--- src/rtl/systolic_result_drain_if.sv ---
// Downstream element stream of the systolic result drain: one accumulator per beat,
// tagged with its matrix position, valid/ready handshake.
interface systolic_result_drain_if #(
    parameter int ROWS      = 2,
    parameter int COLS      = 2,
    parameter int ACC_WIDTH = 9
);
    localparam int RW = (ROWS > 1) ? $clog2(ROWS) : 1;
    localparam int CW = (COLS > 1) ? $clog2(COLS) : 1;

    logic [ACC_WIDTH-1:0] m_data;
    logic [RW-1:0]        m_row;
    logic [CW-1:0]        m_col;
    logic                 m_last;
    logic                 m_valid;
    logic                 m_ready;

    modport master (
        output m_data,
        output m_row,
        output m_col,
        output m_last,
        output m_valid,
        input  m_ready
    );

    modport slave (
        input  m_data,
        input  m_row,
        input  m_col,
        input  m_last,
        input  m_valid,
        output m_ready
    );
endinterface

--- src/rtl/systolic_result_drain.sv ---
// Captures systolic array result matrices into a ping-pong buffer and streams them out
// one element per beat. Define SYSTOLIC_DRAIN_COL_MAJOR_EN for column-major emission.
module systolic_result_drain #(
    parameter int ROWS      = 2,
    parameter int COLS      = 2,
    parameter int ACC_WIDTH = 9
) (
    input  logic                          clk,
    input  logic                          rst_n,
    input  logic [ROWS*COLS*ACC_WIDTH-1:0] c,
    input  logic                          c_valid,
    output logic                          space_avail,
    systolic_result_drain_if.master       m,
    output logic                          overflow,
    input  logic                          clear_ovf
);
    localparam int RW = (ROWS > 1) ? $clog2(ROWS) : 1;
    localparam int CW = (COLS > 1) ? $clog2(COLS) : 1;
    localparam int MW = ROWS * COLS * ACC_WIDTH;

    localparam logic [RW-1:0] ROW_LAST = RW'(ROWS - 1);
    localparam logic [CW-1:0] COL_LAST = CW'(COLS - 1);

    typedef enum logic {
        IDLE,
        STREAM
    } state_t;

    state_t               state;
    logic [MW-1:0]        mat_buf [2];
    logic [1:0]           count;
    logic                 wr_ptr;
    logic                 rd_ptr;
    logic [RW-1:0]        row_q;
    logic [CW-1:0]        col_q;
    logic [ACC_WIDTH-1:0] data_q;
    logic                 last_q;
    logic                 valid_q;
    logic                 ovf_q;

    logic                 fire;
    logic                 at_last;
    logic                 release_beat;
    logic                 capture;
    logic                 drop;
    logic [1:0]           nxt_count;
    logic                 nxt_rd;
    logic [RW-1:0]        nxt_row;
    logic [CW-1:0]        nxt_col;
    logic                 nxt_valid;
    logic [MW-1:0]        src_mat;
    logic [ACC_WIDTH-1:0] nxt_data;

    assign fire         = valid_q && m.m_ready;
    assign at_last      = (row_q == ROW_LAST) && (col_q == COL_LAST);
    assign release_beat = fire && at_last;
    // A full buffer still accepts a matrix when the entry being read frees up this cycle.
    assign capture      = c_valid && ((count != 2'd2) || release_beat);
    assign drop         = c_valid && !capture;
    assign nxt_count    = count + {1'b0, capture} - {1'b0, release_beat};
    assign nxt_rd       = rd_ptr ^ release_beat;
    assign nxt_valid    = (nxt_count != 2'd0);

    // NOTE: every always_comb output gets a default first so no path leaves it
    // unassigned, which would otherwise infer a latch.
    always_comb begin
        nxt_row = row_q;
        nxt_col = col_q;
        if (fire) begin
            if (at_last) begin
                nxt_row = '0;
                nxt_col = '0;
            end else begin
`ifdef SYSTOLIC_DRAIN_COL_MAJOR_EN
                if (row_q == ROW_LAST) begin
                    nxt_row = '0;
                    nxt_col = col_q + CW'(1);
                end else begin
                    nxt_row = row_q + RW'(1);
                end
`else
                if (col_q == COL_LAST) begin
                    nxt_col = '0;
                    nxt_row = row_q + RW'(1);
                end else begin
                    nxt_col = col_q + CW'(1);
                end
`endif
            end
        end
    end

    // Outputs are registered from next-state values, so a matrix written this cycle
    // into the entry about to be read is forwarded straight from c.
    always_comb begin
        src_mat  = mat_buf[nxt_rd];
        nxt_data = '0;
        if (capture && (wr_ptr == nxt_rd)) begin
            src_mat = c;
        end
        if (nxt_valid) begin
            nxt_data = src_mat[(int'(nxt_row) * COLS + int'(nxt_col)) * ACC_WIDTH +: ACC_WIDTH];
        end
    end

    // NOTE: result storage has no reset; only the control state below is reset,
    // and nothing reads an entry before it has been written.
    always_ff @(posedge clk) begin
        if (capture) begin
            mat_buf[wr_ptr] <= c;
        end
    end

    // NOTE: all sequential state uses non-blocking assignments so every register
    // samples the pre-edge values computed above.
    always_ff @(posedge clk or negedge rst_n) begin
        if (!rst_n) begin
            state   <= IDLE;
            count   <= 2'd0;
            wr_ptr  <= 1'b0;
            rd_ptr  <= 1'b0;
            row_q   <= '0;
            col_q   <= '0;
            data_q  <= '0;
            last_q  <= 1'b0;
            valid_q <= 1'b0;
            ovf_q   <= 1'b0;
        end else begin
            count  <= nxt_count;
            wr_ptr <= wr_ptr ^ capture;
            rd_ptr <= nxt_rd;
            row_q  <= nxt_row;
            col_q  <= nxt_col;

            case (state)
                IDLE: begin
                    if (nxt_valid) begin
                        state <= STREAM;
                    end
                end
                STREAM: begin
                    if (!nxt_valid) begin
                        state <= IDLE;
                    end
                end
                default: state <= IDLE;
            endcase

            valid_q <= nxt_valid;
            data_q  <= nxt_data;
            last_q  <= nxt_valid && (nxt_row == ROW_LAST) && (nxt_col == COL_LAST);

            if (drop) begin
                ovf_q <= 1'b1;
            end else if (clear_ovf) begin
                ovf_q <= 1'b0;
            end
        end
    end

    assign space_avail = (count != 2'd2);
    assign overflow    = ovf_q;
    assign m.m_valid   = valid_q;
    assign m.m_data    = data_q;
    assign m.m_row     = row_q;
    assign m.m_col     = col_q;
    assign m.m_last    = last_q;
endmodule
--- src/flat_wrapper.sv ---
// flat-port wrapper written by rule: the top's interface ports become plain ports
module systolic_result_drain_flat 
#(
    parameter int ROWS      = 2,
    parameter int COLS      = 2,
    parameter int ACC_WIDTH = 9
)
  (clk, rst_n, c, c_valid, space_avail, overflow, clear_ovf, m_m_data, m_m_row, m_m_col, m_m_last, m_m_valid, m_m_ready);
  systolic_result_drain_if #(.ROWS(ROWS), .COLS(COLS), .ACC_WIDTH(ACC_WIDTH)) m_i ();
  input  logic clk;
  input  logic rst_n;
  input  logic [ROWS*COLS*ACC_WIDTH-1:0] c;
  input  logic c_valid;
  output logic space_avail;
  output logic overflow;
  input  logic clear_ovf;
  output wire logic [$bits(m_i.m_data)-1:0] m_m_data;
  output wire logic [$bits(m_i.m_row)-1:0] m_m_row;
  output wire logic [$bits(m_i.m_col)-1:0] m_m_col;
  output wire logic [$bits(m_i.m_last)-1:0] m_m_last;
  output wire logic [$bits(m_i.m_valid)-1:0] m_m_valid;
  input wire logic [$bits(m_i.m_ready)-1:0] m_m_ready;
  assign m_m_data = m_i.m_data;
  assign m_m_row = m_i.m_row;
  assign m_m_col = m_i.m_col;
  assign m_m_last = m_i.m_last;
  assign m_m_valid = m_i.m_valid;
  assign m_i.m_ready = m_m_ready;
  systolic_result_drain #(.ROWS(ROWS), .COLS(COLS), .ACC_WIDTH(ACC_WIDTH)) u_core (.clk(clk), .rst_n(rst_n), .c(c), .c_valid(c_valid), .space_avail(space_avail), .m(m_i), .overflow(overflow), .clear_ovf(clear_ovf));
endmodule
--- config.mk ---
export PLATFORM = sky130hd
export DESIGN_NAME = systolic_result_drain_flat
export DESIGN_NICKNAME = d
export VERILOG_FILES = /design/src/rtl/systolic_result_drain_if.sv /design/src/rtl/systolic_result_drain.sv /design/src/flat_wrapper.sv
export SDC_FILE = /design/constraint.sdc
export NUM_CORES = 1
export LEC_CHECK = 0
export BUFFER_PORTS_ARGS = -buffer_cell sky130_fd_sc_hd__buf_2
export CAP_MARGIN = 10
export CORE_MARGIN = 5
export CORE_UTILIZATION = 50
export CTS_CLUSTER_DIAMETER = 40
export DETAILED_ROUTE_END_ITERATION = 10
export PLACE_DENSITY = 0.83
export SETUP_SLACK_MARGIN = 0.15
export SYNTH_ARGS = -nofsm -noshare
export SYNTH_HDL_FRONTEND = slang
export SYNTH_SLANG_ARGS = --single-unit
--- constraint.sdc ---
create_clock -name clk -period 2.69 [get_ports clk]
set_input_delay 0.269 -clock clk [delete_from_list [all_inputs] [get_ports clk]]
set_output_delay 0.269 -clock clk [all_outputs]
set_load 0.03 [all_outputs]
* After elaboration in Yosys (flattened, before gate mapping)
Memories as Yosys holds them, arrays and structs flattened.
Index checks and enable logic that the tools add are counted.
** Storage, ports and cells
- Memories kept :: 1
- Output and inout port bits :: 15
- Bits in writable memories :: 72
- Logic and storage cells :: 45
- Register bits :: 18
** Memory list
- u_core.mat_buf :: depth 2, bits a word 36, read ports 1, clocked after Yosys merged registers in 0, write ports 1, line systolic_result_drain.sv:30 : logic [MW-1:0] mat_buf [2];
** Cells by class
- Reductions and logical operators :: 12
- Multipliers :: 1
- Equal/unequal tests :: 2
- Bitwise gates (word level) :: 2
- Shifts and indexed selects :: 1
- Add/subtract/negate cells :: 5
- Muxes and demuxes :: 12
** Operators by type and width (count)
- $mux 36 :: 1
- $shiftx 36x32->9 :: 1
- $mul 32x5->32 const B :: 1
- $mux 1 :: 10
- $mux 9 :: 1
- $logic_and 1x1->1 :: 8
- $reduce_bool 2->1 :: 2
- $add 2x1->3 :: 1
- $add 1x1->1 const B :: 2
- $add 2x1->2 :: 1
- $ne 2x2->1 const B :: 1
- $sub 2x1->2 :: 1
- $xor 1x1->1 :: 2
- $eq 1x1->1 :: 1
- $logic_not 1->1 :: 1
- $logic_or 1x1->1 :: 1

* Logic depth before layout (Yosys ltp)
Gate-level depths: netlist of run 1.
- Word-level depth :: 9
- Depth in mapped cells :: 12
- Gate-level depth less buffers :: 12

* Worst setup path before layout of run 1
OpenSTA, ideal clock, no wires.
- Kind :: register to register
- Start point :: register u_core.col_q, in the netlist u_core.m.m_col
- End point :: memory u_core.mat_buf[0][0] (netlist bit), enable pin
- Slack :: -130 ps
- Setup time :: 397 ps
- Data arrival time :: 2424 ps
- Cell stages (with the launch flop) :: 7
- Period minus slack after synthesis :: 2820 ps
- Data required time :: 2293 ps
- Cells stage by stage :: dfrtp_1 > ha_1 > nand3_4 > clkinv_4 > o21ai_1 > inv_1 > ha_1
** On the way
- Cells in the longest elaborated chain, start to end :: 6
** Ends and longest elaborated chain
- start: declaration :: line systolic_result_drain.sv:35 : logic [CW-1:0] col_q;
- start signal: assignment :: line systolic_result_drain.sv:133 : col_q <= nxt_col;
- $logic_and 1x1->1 :: line systolic_result_drain.sv:55 : assign at_last = (row_q == ROW_LAST) && (col_q == COL_LAST);
- $logic_and 1x1->1 :: line systolic_result_drain.sv:56 : assign release_beat = fire && at_last;
- $logic_or 1x1->1 :: line systolic_result_drain.sv:58 : assign capture = c_valid && ((count != 2'd2) || release_beat);
- $logic_and 1x1->1 :: line systolic_result_drain.sv:58
- $mux 1 :: line systolic_result_drain.sv:109 : if (capture) begin
- $mux 1 (implied by the code) :: line systolic_result_drain.sv:110 : mat_buf[wr_ptr] <= c;
- end: declaration :: line systolic_result_drain.sv:30
Every way passes these cells.

* Worst setup path in the final report of run 1
- Start point :: register u_core.row_q, in the netlist u_core.m.m_row
- End point :: register u_core.data_q[1], in the netlist u_core.m.m_data[1]
** On the way
- Cells in the longest elaborated chain, start to end :: 8
- Elaborated cells on any way between the ends :: 22
- Those cells by class :: add/sub: 4; mul: 1; eq/ne: 1; shift: 1; mux: 7; bitwise: 1; reduce/logical: 6; memory: 1
** Ends and longest elaborated chain
- start: declaration :: line systolic_result_drain.sv:34 : logic [RW-1:0] row_q;
- start signal: assignment :: line systolic_result_drain.sv:132 : row_q <= nxt_row;
- $logic_and 1x1->1 * :: line systolic_result_drain.sv:55
- $logic_and 1x1->1 * :: line systolic_result_drain.sv:56
- $logic_or 1x1->1 :: line systolic_result_drain.sv:58
- $logic_and 1x1->1 :: line systolic_result_drain.sv:58
- $add 2x1->2 :: line systolic_result_drain.sv:60 : assign nxt_count = count + {1'b0, capture} - {1'b0, release_beat};
- $sub 2x1->2 * :: line systolic_result_drain.sv:60
- via u_core.nxt_count[1] :: line systolic_result_drain.sv:46 : logic [1:0] nxt_count;
- $reduce_bool 2->1 * :: line systolic_result_drain.sv:62 : assign nxt_valid = (nxt_count != 2'd0);
- $mux 9 * :: line systolic_result_drain.sv:101 : if (nxt_valid) begin
- via u_core.nxt_data[1] :: line systolic_result_drain.sv:52 : logic [ACC_WIDTH-1:0] nxt_data;
- end signal: assignment :: line systolic_result_drain.sv:150 : data_q <= nxt_data;
- end: declaration :: line systolic_result_drain.sv:36 : logic [ACC_WIDTH-1:0] data_q;
Mark *: on every way through the listed nets, which the timed path passes. The rest lies on a longest branch.
A chain may end at the register's enable or synchronous reset.

==> results.cfg, run 1 <==
[outcome]
status = completed

[yosys]
synth_cells = 436
synth-xor-area-share = 0.0146
synth_fa_ha_area_frac = 0.0135
syn_avg_cell_area_um2 = 10.6
synth_compound_area_frac = 0.210
synthSimpleGateAreaFrac = 0.126
post_synth_num_cell_types = 51
synth_nets = 482
synthMuxAreaShare = 0.0199
synthesis.area_um2 = 4640
seq_area_frac_synth = 0.563
synth.yosys.warnings = 0
synth-seq-cells = 90
synth_top_family_by_area = compound AO/OA/AOI/OAI gates

[detailed_routing]
drc_errors = 0
drtAntennaViolNets = 0
first_pass_iters = 6
viasPerCell = 6.41
drt-wirelength-per-cell_um = 19.3
vias = 3871
wirelength_um = 11700
drt_iter0_markers = 408

[layout]
area_growth_pct = 14.4
nNetsFinal = 534
design_area_um2 = 5310
final_common_cell = edfxtp_1
seqCellArea_um2 = 2620
layout_common_cells = 72 x edfxtp_1, 55 x buf_2, 43 x nand2_1
num_antenna_cells = 0
final-instance-count-excl-fill = 604
multi_input_area_um2 = 1820
drive_gt1_frac = 0.211
fillers = 726

[die]
io_pins = 56
die_w_um = 106
die_h_um = 106
core-area_um2 = 9150
rows = 35
die_area_um2 = 11300
start_util = 0.507

[place]
port_buffers = 55
placedCellCount = 586
placed_area_um2 = 5050
pre_cts_ws_ns = -0.129
gp_routability_congestion = 0.885
dp_hpwl_um = 7820

[setup_path]
rr_endpoint = u_core.m.m_data[1]
critPathLaunch = u_core.m.m_row
reg2reg_from = u_core.m.m_row
cp_max_fo = 10
required_ns = 2.98
critical_path_class = flop to flop
worstPathArrival_ns = 2.78
rrSetupSlack_ns = 0.20
r2r_cells = 11
critPathCapture = u_core.m.m_data[1]
critPathLaunchType = flop
crit_path_end_kind = flop

[clock_network]
cts_tree = yes
clock_tree.htree_level_count = 3
cts-root-buf = clkbuf_8
insertion_delay_ns = 0.36
clk_path_buf_depth = 2
path_clk_slew_ns = 0.09
cts_buffers = 9
cts.sinks = 90

[global_routing]
antenna_found_initial = 0
grt_pass1_vias = 3778
grt_max_degree = 62
grt_usage = 0.208
grt_overflow = 0
grt_pass1_wl_um = 18700

[sta]
worst_slew_pin_slew_ns = 0.741
fmax_ghz = 0.401
layout_setup_ws_ns = 0.197
relSlewSlack = 0.505
skew_ns = 0.00841
tns_ns = 0
fin_crit_sh = 0.927
grt_setup_unrepaired = yes
final-setup-viol-count = 0
period_needed_ns = 2.49
slew_viol_final = 0
hold_viol = 0

[pwr]
p_per_area_nw_per_um2 = 1300
vdd_drop_max_mv = 0.485
finalPower_mw = 6.91
leakage_nw = 1.99

[flow_run]
drv_cap = 0

[min_path]
min_path_type = input pin to flop
==> worst min-delay path by stage <==
stage | start | end | slack (ns) | cells after the start
finish | clear_ovf | u_core.overflow | 0.10 | 2
global route | c[2] | u_core.mat_buf[0][2] | 0.09 | 1
CTS | clear_ovf | u_core.overflow | 0.09 | 2
detailed placement | rst_n | u_core.overflow | 0.23 | 1
global placement | rst_n | u_core.overflow | 0.23 | 1
floorplan | rst_n | u_core.count[0] | -0.03 | 0
==> report_power, final <==
part | switching, mW | internal (mW) | leakage (nW)
clock network | 0.481 | 0.527 | 0.107
registers | 0.224 | 1.95 | 0.887
logic | 2.36 | 1.36 | 0.996
==> per-stage QoR <==
| stage | hold WS (ns) | utilization |
|---|---|---|
| after floorplan | -0.0266 | - |
| after global placement | 0.233 | 0.551 |
| after detailed placement | 0.234 | 0.551 |
| after CTS | 0.0916 | 0.578 |
| after global routing | 0.0936 | 0.580 |
| final | 0.102 | 0.580 |
==> layer usage <==
metal,vias up,global-route usage,part of all wire
li1,1765,-,-
met1,1872,0.274,0.41
met2,199,0.342,0.49
met3,35,0.0358,0.068
met4,0,0.0823,0.029
met5,-,0,0
==> worst max-delay path, cell delays in order, from the launching register on <==
cell	delay, ns
dfrtp_2	0.45
ha_2	0.22
nand3_4	0.14
inv_8	0.07
ha_1	0.28
inv_1	0.04
ha_1	0.22
xnor2_2	0.16
xnor2_2	0.24
nor2_4	0.11
or3_1	0.37
a21oi_1	0.11
==> cells in the mapped netlist (all sizes together) <==
library cell  count  area [um2]
a211o             2        17.5
a211oi            5        37.5
a21boi            2        15.0
a21oi            40         200
a221oi            1        8.76
a22oi             6        45.0
a311o             1        10.0
a31oi             9        56.3
a32o              2        20.0
a32oi             3        26.3
and2              3        18.8
and3              2        12.5
buf              20         135
clkbuf           12        45.0
clkinv            2        12.5
dfrtp            18         450
edfxtp           72        2160
ha                5        62.6
inv              14        52.6
mux2              2        22.5
mux2i             7        70.1
nand2            43         161
nand2b            1        6.26
nand3            28         153
nand4             1        6.26
nor2             24        92.6
nor2b             1        6.26
nor3             12        60.1
nor3b             1        7.51
o2111ai           9        78.8
o211a             1        10.0
o211ai           23         173
o21ai            41         205
o221ai            3        26.3
o22ai             2        12.5
o31a              1        8.76
o31ai             1        7.51
o32ai             2        17.5
or2               1        6.26
or3               9        56.3
xnor2             3        45.1
xnor3             1        22.5
==> cell type report <==
type / count / area share
multi-input cells: 298 / 0.343
clock inverters: 6 / 0.0170
clock buffers: 10 / 0.0240
flip-flops and latches: 90 / 0.492
well taps: 111 / 0.0261
repair buffers: 73 / 0.0848
inverters: 16 / 0.0132
==> repair_timing <==
action,4_1_cts,5_1_grt
endpoints found under the setup margin,11,33
resized for setup,3,4
hold buffers,1,0
hold endpoints to repair,18,0
pin swaps,0,1
setup buffers,0,1
==> sequential cells by signal, summed over array words and instances, names as in the netlist <==
signal / cells
u_core.mat_buf: 72
u_core.m.m_valid: 1
u_core.m.m_data: 9
u_core.m.m_col: 1
u_core.m.m_last: 1
u_core.overflow: 1
u_core.count: 2
u_core.rd_ptr: 1
u_core.m.m_row: 1
u_core.wr_ptr: 1
==> logic make-up (layout without fill, tap and decap cells) <==
| family | Yosys count | after routing |
|---|---|---|
| AOI/OAI and AO/OA | 154 | 154 |
| and+or+nand+nor | 126 | 126 |
| DFF | 90 | 90 |
| buffers and inverters | 48 | 105 |
| muxes | 9 | 9 |
| adders and majority gates | 5 | 5 |
| xor gates and xnor gates | 4 | 4 |
Power figures use the tool's default switching activity.
==> run 2, diff against run 1 <==
--- a/config.mk
+++ b/config.mk
@@ -9,9 +9,9 @@
 export CAP_MARGIN = 10
 export CORE_MARGIN = 5
 export CORE_UTILIZATION = 50
-export CTS_CLUSTER_DIAMETER = 40
+export CTS_CLUSTER_DIAMETER = 120
 export DETAILED_ROUTE_END_ITERATION = 10
-export PLACE_DENSITY = 0.83
+export PLACE_DENSITY_LB_ADDON = 0.1
 export SETUP_SLACK_MARGIN = 0.15
 export SYNTH_ARGS = -nofsm -noshare
 export SYNTH_HDL_FRONTEND = slang
==> results.cfg, run 2 (synthesis results as in run 1) <==
[clock_network]
cts_buffers = 9
insertion_delay_ns = 0.36
cts.sinks = 90
clk_path_buf_depth = 2
cts-root-buf = clkbuf_8
path_clk_slew_ns = 0.10
cts_tree = yes
clock_tree.htree_level_count = 3

[sta]
grt_setup_unrepaired = no
period_needed_ns = 2.42
hold_viol = 0
tns_ns = 0
relSlewSlack = 0.552
skew_ns = 0.00995
worst_slew_pin_slew_ns = 0.672
final-setup-viol-count = 0
fin_crit_sh = 0.898
fmax_ghz = 0.414
slew_viol_final = 0

[setup_path]
required_ns = 2.94
crit_path_end_kind = flop
rrSetupSlack_ns = 0.27
critPathLaunch = u_core.m.m_row
cp_cell_sequence = ha_2 -> nand3_4 -> inv_8 -> xnor3_1 -> nand2_1 -> mux2_2 -> nor2_1 -> o21ai_0 -> o211a_1
cp_max_fo = 9
r2r_cells = 9
critical_path_class = flop to flop
critPathLaunchType = flop
max_stage_delay_ns = 0.43
rr_endpoint = u_core.m.m_data[8]
cpMaxStageDelayCell = dfrtp_2
reg2reg_from = u_core.m.m_row
worstPathArrival_ns = 2.67

[pwr]
vdd_drop_max_mv = 0.567
p_per_area_nw_per_um2 = 1290
leakage_nw = 1.98

[global_routing]
globalRouteMet3Util = 0.0559
top_usage_layer = met2
grt_usage = 0.216
grt_overflow = 0
use_met2 = 0.345
antenna_found_initial = 0
grt_pass1_wl_um = 19100
grt_max_degree = 62
grt_use_met1 = 0.294
grt_pass1_vias = 3641

[layout]
num_antenna_cells = 0
layout_common_cells = 72 x edfxtp_1, 55 x buf_2, 43 x nand2_1
area_growth_pct = 14.4
final_common_cell = edfxtp_1
design_area_um2 = 5310
largest_reg_flops = 72
top_register = u_core.mat_buf
nNetsFinal = 536
drive_gt1_frac = 0.212

[detailed_routing]
drt_iter0_markers = 244
drc_errors = 0
first_pass_iters = 5
viasPerCell = 6.15
wirelength_um = 11800
drtAntennaViolNets = 0
vias = 3724
drt-wirelength-per-cell_um = 19.5

[place]
port_buffers = 55
dp_hpwl_um = 7780
gp_routability_congestion = 0.856
placed_area_um2 = 5080

[die]
die_area_um2 = 11300
start_util = 0.507
core-area_um2 = 9150
die_w_um = 106
die_h_um = 106
io_pins = 56
rows = 35

[min_path]
worstHoldPathCells = 2
min_path_type = input pin to flop
hold_path_startpoint = clear_ovf
min_to = u_core.overflow

[flow_run]
drv_cap = 0

[outcome]
status = completed
==> run 2: final cells by class <==
| type | count | area, um2 |
|---|---|---|
| fillers | 782 | 3840 |
| flip-flops and latches | 90 | 2620 |
| multi-input cells | 298 | 1800 |
| repair buffers | 75 | 485 |
| well taps | 111 | 139 |
| clock buffers | 10 | 128 |
| clock inverters | 6 | 73.8 |
| inverters | 16 | 70.1 |
==> run 2: critical path: cells and delay by family (launching register included) <==
family,cells,cell delay (ns)
simple gates,3,0.63
flops,1,0.43
mux,1,0.38
compound gates,2,0.27
fa+ha+maj,1,0.25
xor+xnor,1,0.21
buf+inv,1,0.13
==> run 2: worst max path at each step <==
stage | to | slack (ns) | cells after the start
floorplan | u_core.mat_buf[0][0] | 0.03 | 6
global placement | u_core.m.m_data[7] | 0.29 | 13
detailed placement | u_core.m.m_data[7] | 0.21 | 13
CTS | u_core.m.m_data[7] | 0.19 | 13
global route | u_core.m.m_data[0] | 0.15 | 11
finish | u_core.m.m_data[8] | 0.27 | 9
==> run 2: where the power goes <==
part           internal (mW)  switching, mW  total (mW)
Clock                  0.442          0.511       0.952
Combinational           1.39           2.37        3.75
Sequential              1.95          0.209        2.16
==> run 2: layer usage <==
metal,vias up,share of wire
met5,-,0
met4,0,0.014
met3,13,0.071
met2,140,0.48
met1,1797,0.44
li1,1774,-
==> run 2: per-stage QoR <==
stage	power [mW]	cells	util	hold slack (ns)	setup slack (ns)
floorplan	4.83	436	-	-0.0266	0.0334
global placement	5.81	588	0.555	0.272	0.292
detailed placement	5.87	588	0.555	0.278	0.212
CTS	6.84	605	0.578	0.0926	0.193
global route	7.37	606	0.580	0.0803	0.155
finish	6.86	606	0.580	0.0998	0.274
==> run 2: repair_timing <==
action	CTS	global route
hold buffers	1	0
gates resized for setup	0	5
buffers inserted	0	1
endpoints found under the setup margin	0	10
endpoints found under the hold margin	18	0
==> run 3, diff against run 2 <==
==> constraint.sdc (replaced) <==
create_clock -name clk -period 2.6 [get_ports clk]
set_input_delay 0.26 -clock clk [delete_from_list [all_inputs] [get_ports clk]]
set_output_delay 0.26 -clock clk [all_outputs]
set_load 0.03 [all_outputs]
==> results.cfg, run 3 (synthesis results as in run 1) <==
[detailed_routing]
vias = 3791
viasPerCell = 6.21
drc_errors = 0
drt-wirelength-per-cell_um = 19.5
drtAntennaViolNets = 0
wirelength_um = 11900
first_pass_iters = 6
drt_iter0_markers = 259

[clock_network]
cts_tree = yes
path_clk_slew_ns = 0.09
cts_buffers = 9
insertion_delay_ns = 0.35
cts.sinks = 90
clock_tree.htree_level_count = 3
cts-root-buf = clkbuf_8
clk_path_buf_depth = 2

[pwr]
p_per_area_nw_per_um2 = 1350
leakage_nw = 2.01
vdd_drop_max_mv = 0.627

[layout]
top_register = u_core.mat_buf
drive_gt1_frac = 0.224
design_area_um2 = 5370
final_common_cell = edfxtp_1
largest_reg_flops = 72
layout_common_cells = 72 x edfxtp_1, 55 x buf_2, 43 x nand2_1
area_growth_pct = 15.6
fillers = 772
num_antenna_cells = 0
nNetsFinal = 540

[global_routing]
grt_usage = 0.213
grt_pass1_vias = 3642
grt_pass1_wl_um = 19000
grt_overflow = 0
grt_max_degree = 57
antenna_found_initial = 0

[place]
dp_hpwl_um = 7730
placed_area_um2 = 5050
port_buffers = 55
gp_routability_congestion = 0.863

[setup_path]
worstPathArrival_ns = 2.70
rr_endpoint = u_core.m.m_data[1]
critPathLaunchType = flop
r2r_cells = 11
reg2reg_from = u_core.m.m_row
crit_path_end_kind = flop
critical_path_class = flop to flop
critPathLaunch = u_core.m.m_row
critPathCapture = u_core.m.m_data[1]
rrSetupSlack_ns = 0.19
required_ns = 2.88
cp_max_fo = 7

[sta]
hold_viol = 0
slew_viol_final = 0
fin_crit_sh = 0.929
fmax_ghz = 0.414
tns_ns = 0
grt_setup_unrepaired = yes
final-setup-viol-count = 0
period_needed_ns = 2.41
skew_ns = 0.0146
worst_slew_pin_slew_ns = 0.991
fin_hold_ws_ns = 0.102
relSlewSlack = 0.339

[die]
io_pins = 56
die_w_um = 106
start_util = 0.507
die_area_um2 = 11300
core-area_um2 = 9150
die_h_um = 106
rows = 35

[min_path]
min_path_type = input pin to flop

[outcome]
status = completed

[flow_run]
drv_cap = 0
## run 3: power breakdown
group / switching [mW] / internal, mW
sequential: 0.193 / 2.02
combinational: 2.52 / 1.47
clock: 0.493 / 0.537
total: 3.20 / 4.03
## run 3: how the worst min path moves through the flow
stage	startpoint	to	slack (ns)	cells past startpoint
floorplan	rst_n	u_core.count[0]	-0.04	0
global placement	rst_n	u_core.m.m_last	0.26	1
detailed placement	rst_n	u_core.m.m_last	0.26	1
CTS	clear_ovf	u_core.overflow	0.09	2
global route	c[18]	u_core.mat_buf[0][18]	0.1	1
finish	clear_ovf	u_core.overflow	0.10	2
## run 3: what timing repair did
item,4_1_cts,5_1_grt
cloned,0,0
pin swaps,1,3
setup endpoints to repair,1,45
setup buffers,2,5
endpoints found under the hold margin,18,0
hold buffers,1,0
gates resized for setup,2,6
## run 3: critical path: stages, from the launching register on
cell	delay (ns)
dfrtp_2	0.45
ha_4	0.19
nand3_4	0.12
clkinv_8	0.09
ha_1	0.27
inv_1	0.04
ha_1	0.19
xnor2_1	0.14
xnor2_1	0.24
nor2_2	0.12
or3_1	0.40
a21oi_2	0.10
## run 3: stage by stage
| step | worst slack (ns) | power [mW] | util | instances |
|---|---|---|---|---|
| finish | 0.185 | 7.23 | 0.586 | 610 |
| global placement | 0.210 | 5.95 | 0.552 | 586 |
| global route | 0.0881 | 7.72 | 0.586 | 610 |
| CTS | 0.189 | 7.11 | 0.579 | 605 |
| detailed placement | 0.151 | 6.04 | 0.552 | 586 |
| floorplan | 0.165 | 5.01 | - | 436 |
## run 3: layout make-up
type,count,area [um2],area share
timing repair buffer,79,499,0.0930
clock buffer,10,128,0.0238
sequential,90,2620,0.487
inverter,16,72.6,0.0135
clock inverter,6,81.3,0.0152
multi-input combinational,298,1830,0.341
tap,111,139,0.0259
## run 3: per-layer routing
metal / track usage / up-vias / wire [um]
met1: 0.301 / 1842 / 5300
li1: - / 1777 / -
met4: 0.0666 / 0 / 135
met2: 0.336 / 158 / 5630
met5: 0 / - / 0
met3: 0.0383 / 14 / 858
